File: src/rtl/qmath_defs.vh
// Shared qMath encodings: operation codes and sign-magnitude helper constants.
`ifndef QMATH_DEFS_VH
`define QMATH_DEFS_VH

`define QM_OP_ADD      1'b0
`define QM_OP_SUB      1'b1
`define QM_SIGN_POS    1'b0
`define QM_SIGN_NEG    1'b1
`define QM_SIGN_IDX(n) ((n)-1)
`define QM_MAG_MAX(n)  {((n)-1){1'b1}}

`endif

File: src/rtl/qaddsub_pipe_pkg.sv
// Shared types and constants for the sign-magnitude add/subtract pipeline.
package qaddsub_pipe_pkg;
`include "qmath_defs.vh"

    typedef enum logic {
        OP_ADD = `QM_OP_ADD,
        OP_SUB = `QM_OP_SUB
    } op_e;

    localparam int                   OVF_CNT_W   = 16;
    localparam logic [OVF_CNT_W-1:0] OVF_CNT_MAX = '1;

endpackage

File: src/rtl/qaddsub_core.sv
// Sign-magnitude add/subtract execute logic: purely combinational, zero latency,
// no flow control of its own (the enclosing pipeline stage owns backpressure).
`include "qmath_defs.vh"

module qaddsub_core
    import qaddsub_pipe_pkg::*;
#(
    parameter int N        = 32,
    parameter bit SATURATE = 1'b1
) (
    input  logic         sign_a_i,
    input  logic         sign_b_i,
    input  logic [N-2:0] mag_a_i,
    input  logic [N-2:0] mag_b_i,
    input  logic         a_ge_b_i,
    output logic [N-1:0] res_o,
    output logic         ovf_o
);

    logic [N-1:0] sum;
    logic [N-2:0] diff;
    logic [N-2:0] mag;
    logic         sign;

    always_comb begin
        sum   = {1'b0, mag_a_i} + {1'b0, mag_b_i};
        diff  = a_ge_b_i ? (mag_a_i - mag_b_i) : (mag_b_i - mag_a_i);
        sign  = `QM_SIGN_POS;
        mag   = '0;
        ovf_o = 1'b0;
        if (sign_a_i == sign_b_i) begin
            sign  = sign_a_i;
            ovf_o = sum[N-1];
            mag   = (ovf_o && SATURATE) ? `QM_MAG_MAX(N) : sum[N-2:0];
        end else begin
            sign = a_ge_b_i ? sign_a_i : sign_b_i;
            mag  = diff;
        end
        // A zero magnitude (including a wrapped overflow) is always +0.
        if (mag == '0) begin
            sign = `QM_SIGN_POS;
        end
        res_o = {sign, mag};
    end

endmodule

File: src/rtl/qaddsub_pipe.sv
// Two-stage sign-magnitude add/subtract: decode then execute, 2-cycle latency, 1/cycle.
// Valid/ready both sides; each stage advances when empty or when the next stage advances.
module qaddsub_pipe
    import qaddsub_pipe_pkg::*;
#(
    parameter int N        = 32,
    parameter int Q        = 15,
    parameter bit SATURATE = 1'b1,
    parameter int TW       = 4
) (
    input  logic                 clk,
    input  logic                 rst,
    input  logic                 s_valid,
    output logic                 s_ready,
    input  logic [N-1:0]         s_a,
    input  logic [N-1:0]         s_b,
    input  logic                 s_op,
    input  logic [TW-1:0]        s_tag,
    output logic                 m_valid,
    input  logic                 m_ready,
    output logic [N-1:0]         m_data,
    output logic [TW-1:0]        m_tag,
    output logic                 m_ovf,
    output logic [OVF_CNT_W-1:0] ovf_count
);

    if (N < 4 || Q >= N - 1) begin : g_param_check
        $error("qaddsub_pipe: requires N >= 4 and Q < N-1");
    end

    typedef struct packed {
        logic          sign_a;
        logic          sign_b;
        logic [N-2:0]  mag_a;
        logic [N-2:0]  mag_b;
        logic          a_ge_b;
        logic [TW-1:0] tag;
    } s1_t;

    s1_t                  s1_d, s1_q;
    logic                 s1_vld_q;
    logic                 rdy_en_q;
    logic                 m_vld_q;
    logic [N-1:0]         m_data_q;
    logic [TW-1:0]        m_tag_q;
    logic                 m_ovf_q;
    logic [OVF_CNT_W-1:0] cnt_q, cnt_d;
    logic                 s2_adv;
    logic                 s1_load;
    logic [N-1:0]         core_res;
    logic                 core_ovf;

    // Negative zero operands are folded to +0 here so the execute stage never sees them.
    always_comb begin
        s1_d.mag_a  = s_a[N-2:0];
        s1_d.mag_b  = s_b[N-2:0];
        s1_d.sign_a = s_a[N-1] && (s1_d.mag_a != '0);
        s1_d.sign_b = (s_b[N-1] ^ (s_op == OP_SUB)) && (s1_d.mag_b != '0);
        s1_d.a_ge_b = s1_d.mag_a >= s1_d.mag_b;
        s1_d.tag    = s_tag;
    end

    assign s2_adv  = !m_vld_q || m_ready;
    assign s_ready = rdy_en_q && (!s1_vld_q || s2_adv);
    assign s1_load = s_valid && s_ready;

    always_comb begin
        cnt_d = cnt_q;
        if (m_vld_q && m_ready && m_ovf_q && (cnt_q != OVF_CNT_MAX)) begin
            cnt_d = cnt_q + 1'b1;
        end
    end

    qaddsub_core #(
        .N        (N),
        .SATURATE (SATURATE)
    ) u_core (
        .sign_a_i (s1_q.sign_a),
        .sign_b_i (s1_q.sign_b),
        .mag_a_i  (s1_q.mag_a),
        .mag_b_i  (s1_q.mag_b),
        .a_ge_b_i (s1_q.a_ge_b),
        .res_o    (core_res),
        .ovf_o    (core_ovf)
    );

    always_ff @(posedge clk or posedge rst) begin
        if (rst) begin
            rdy_en_q <= 1'b0;
            s1_vld_q <= 1'b0;
            m_vld_q  <= 1'b0;
            cnt_q    <= '0;
        end else begin
            rdy_en_q <= 1'b1;
            cnt_q    <= cnt_d;
            if (s2_adv) begin
                m_vld_q <= s1_vld_q;
            end
            if (s_ready) begin
                s1_vld_q <= s_valid;
            end
        end
    end

    always_ff @(posedge clk or posedge rst) begin
        if (rst) begin
            s1_q     <= '0;
            m_data_q <= '0;
            m_tag_q  <= '0;
            m_ovf_q  <= 1'b0;
        end else begin
            if (s1_load) begin
                s1_q <= s1_d;
            end
            if (s2_adv && s1_vld_q) begin
                m_data_q <= core_res;
                m_tag_q  <= s1_q.tag;
                m_ovf_q  <= core_ovf;
            end
        end
    end

    assign m_valid   = m_vld_q;
    assign m_data    = m_data_q;
    assign m_tag     = m_tag_q;
    assign m_ovf     = m_ovf_q;
    assign ovf_count = cnt_q;

endmodule

File: config.mk
export PLATFORM = sky130hd
export DESIGN_NAME = qaddsub_pipe
export DESIGN_NICKNAME = d
export VERILOG_FILES = /design/src/rtl/qaddsub_pipe_pkg.sv /design/src/rtl/qaddsub_core.sv /design/src/rtl/qaddsub_pipe.sv
export VERILOG_INCLUDE_DIRS = /design/src /design/src/rtl
export SDC_FILE = /design/constraint.sdc
export NUM_CORES = 1
export LEC_CHECK = 0
export CORE_MARGIN = 10
export CORE_UTILIZATION = 45
export CTS_CLUSTER_DIAMETER = 150
export DETAILED_ROUTE_END_ITERATION = 6
export PLACE_DENSITY = 0.66
export SLEW_MARGIN = 25
export SYNTH_ARGS = -nofsm -noshare
export SYNTH_HDL_FRONTEND = slang
export SYNTH_SLANG_ARGS = --single-unit
File: constraint.sdc
create_clock -name clk -period 6 [get_ports clk]
set_input_delay 0.6 -clock clk [delete_from_list [all_inputs] [get_ports clk]]
set_output_delay 0.6 -clock clk [all_outputs]
set_load 0.005 [all_outputs]
==> results by group <==
Detailed routing
  • Total Wirelength: 39.9 mm
  • Post-DR vias/cell: 6.05
  • Drt first pass iters: 7
  • Drt drc: 0
  • DRT antenna net count: 0
  • DRT iter0 DRCs: 1252
  • DR WL/cell: 21.7 µm
  • Vias: 11.1k

Critical path
  • Worst EP arrival: 4.70 ns
  • Crit-path most repeated cell: nor4_1
  • CP startpoint kind: flip-flop
  • WP data required: 6.34 ns
  • WP buf/inv: 3
  • CP max stage delay: 0.60 ns
  • CP delay by family, top: simple AND/OR/NAND/NOR gates
  • CP max-delay cell: a211oi_1
  • Crit-path max FO: 12
  • Crit path cell chain: inv_1 > ha_1 > inv_1 > nand4_1 > nor4_1 > and3_1 > o21a_1 > nor3_1 > buf_4 > a211oi_1 > nor4_1 > nand4_1 > nor4_1 > a211oi_1
  • Critical path class: reg -> reg
  • Critical path endpoint category: flip-flop

Logic synthesis
  • Seq cells post-synth: 125
  • Post-synth top cells: 146 x nand2_1, 131 x ha_1, 125 x dfrtp_1
  • Cell count after synthesis: 1406
  • Main synth FF type: dfrtp_1
  • Leading cell type by number of instances after synthesis: nand2_1
  • Post-Syn Area: 11400 µm²
  • Synth cell types: 75
  • Mean post-synth cell area: 8.08 µm²
  • Warning count from the yosys run: 0
  • Largest cells by area after synthesis: dfrtp_1 28%, ha_1 14%, o21ai_0 5.2%, nand2_1 4.8%, a21oi_1 4.5%
  • Post-Syn Nets: 1613
  • Post-synth EDFFs: 0
  • Yosys top cell area share: 0.275
  • Register area share after synthesis: 0.275
  • Asr flop ratio synth: 1.00
  • Post-synth top area cell: dfrtp_1

Clocking
  • Skew-Pair Late Insertion Delay: 0.44 ns
  • Post-cts resize count: 0
  • Clk pin slew, worst setup/hold paths: 0.07 ns
  • Total CTS buffers: 17
  • Post-CTS setup buffers: 0
  • CTS tree: done
  • H-Tree Depth: 4
  • Longest Clk Path Bufs: 2
  • Clk sinks: 125
  • Hold Buf Count CTS: 0
  • Clock root buffer master: clkbuf_16

Timing
  • Setup_tns: 0 ns
  • Unrepaired setup endpoints after global routing: no
  • Tmin final: 4.36 ns
  • Final period util: 0.727
  • Setup violations, final: 0
  • Slew at the pin with the worst max-slew slack: 0.925 ns
  • Fin. Hold Viols: 0
  • Final Max Slew Viols: 0
  • Slew HR: 0.378
  • Clk_skew: 0.0143 ns
  • Max frequency: 229 MHz

Status
  • Status: completed

Power
  • Pleak: 6.08 nW
  • Maximum vdd drop: 0.187 mV
  • Pwr dens: 399 nW/µm²
  • Tot Pwr: 0.00539 W

Placed design
  • Port buffer count: 127
  • HPWL Detailed: 31.7 mm
  • GP Congestion: 0.983

Global routing
  • Largest net degree at the start of global routing: 82
  • Vias in the first global route: 10.9k
  • First-pass GRT wire length: 61.2 mm
  • Total GRT Usage: 0.246
  • Initial antenna violation count: 0
  • Total congestion overflow: 0

Floorplanning
  • Die area: 32000 µm²
  • Die Width: 179 µm
  • Vert. Die Dim: 179 µm
  • Core area: 25000 µm²
  • Starting Density: 0.454
  • Ports: 128
  • Rows: 58

Final layout
  • Layout cells sized above 1: 0.0683
  • Synth-to-Final Area Change: 19.0%
  • Fin nets: 1703
  • ANT cells: 0
  • Finished Core Util: 0.540

Hold path
  • Hold crit path type: reg -> reg

Job
  • Max_cap viols: 0
sequential cells by signal, summed over array words and instances (netlist names):
| register | flops |
|---|---|
| s1_q | 69 |
| m_data | 32 |
| ovf_count | 16 |
| m_tag | 4 |
| m_ovf | 1 |
| m_valid | 1 |
| rdy_en_q | 1 |
| s1_vld_q | 1 |
cell usage in the layout, fill, tap and decap left out, types with 8 or more instances in the layout:
master,n
nand2_1,145
ha_1,131
clkdlybuf4s50_1,127
dfrtp_1,125
inv_1,120
o21ai_0,119
a21oi_1,101
nor2_1,93
mux2_2,39
nor4_1,36
nand4_1,35
a21o_1,27
a211oi_1,26
nor3_1,25
nand3_1,24
o21a_1,20
a31oi_1,18
xnor2_1,17
o31ai_1,17
clkbuf_16,17
nor2b_1,16
nand2b_1,13
o21bai_1,13
and3_1,11
buf_4,11
a221oi_1,10
mux2i_1,9
xor2_1,8
and2_1,8
o22ai_1,8
metal layers:
layer,global-route usage,up-vias,wire (µm)
met4,0.0785,0,877
met3,0.0430,55,3230
met5,0,-,0
met2,0.382,461,17600
met1,0.339,5314,18100
li1,-,5301,-
worst register-to-register path, stage by stage, from the launching register on:
cell and delay, ns:
dfrtp_1 0.42, inv_1 0.10, ha_1 0.49, inv_1 0.31, nand4_1 0.20, nor4_1 0.52, and3_1 0.30, o21a_1 0.49
nor3_1 0.09, buf_4 0.22, a211oi_1 0.60, nor4_1 0.14, nand4_1 0.14, nor4_1 0.06, a211oi_1 0.18
area by class of cell:
class / count / area (µm²)
clock buffers: 20 / 457
clock inverters: 12 / 159
fillers: 2448 / 11500
inverters: 121 / 457
multi-input cells: 1093 / 7550
flip-flops and latches: 125 / 3130
well taps: 330 / 413
repair buffers: 138 / 1350
power breakdown:
part / switching [W] / total (W) / internal (W)
clock network: 0.000437 / 0.00111 / 0.000678
logic: 0.00188 / 0.00304 / 0.00116
registers: 0.000184 / 0.00124 / 0.00106
total: 0.00250 / 0.00539 / 0.00289
final timing paths:
path,startpoint,to,slack (ns),cells past startpoint
min,s1_q[2],m_tag[2],0.46,2
max in group asynchronous,rst,s1_q[41],4.58,3
max,s1_q[27],m_data[31],1.64,14
max reg2reg,s1_q[27],m_data[31],1.64,14
min in group asynchronous,rst,s1_q[29],0.70,3
min reg2reg,s1_q[2],m_tag[2],0.46,2
cell families (layout without fill, tap and decap cells):
| kind of cell | after synthesis | after routing | synth area share |
|---|---|---|---|
| AO/OA/AOI/OAI | 443 | 443 | 0.255 |
| AND/OR/NAND/NOR | 440 | 440 | 0.189 |
| buffers and inverters | 188 | 291 | 0.0628 |
| adder cells (fa/ha/maj) | 134 | 134 | 0.150 |
| flip-flops | 125 | 125 | 0.275 |
| multiplexers | 48 | 48 | 0.0466 |
| XOR/XNOR | 27 | 27 | 0.0208 |
| other | 1 | 1 | 0.000330 |
through the flow:
stage	hold slack (ns)	instances	area (µm²)	setup WS, ns
after floorplan	0.433	1406	11400	2.07
after global placement	0.438	1807	12900	1.99
after detailed placement	0.453	1807	12900	1.85
after CTS	0.466	1839	13500	1.83
after global routing	0.490	1839	13500	1.43
final	0.463	1839	13500	1.64
(Power assumes the default switching activity.)
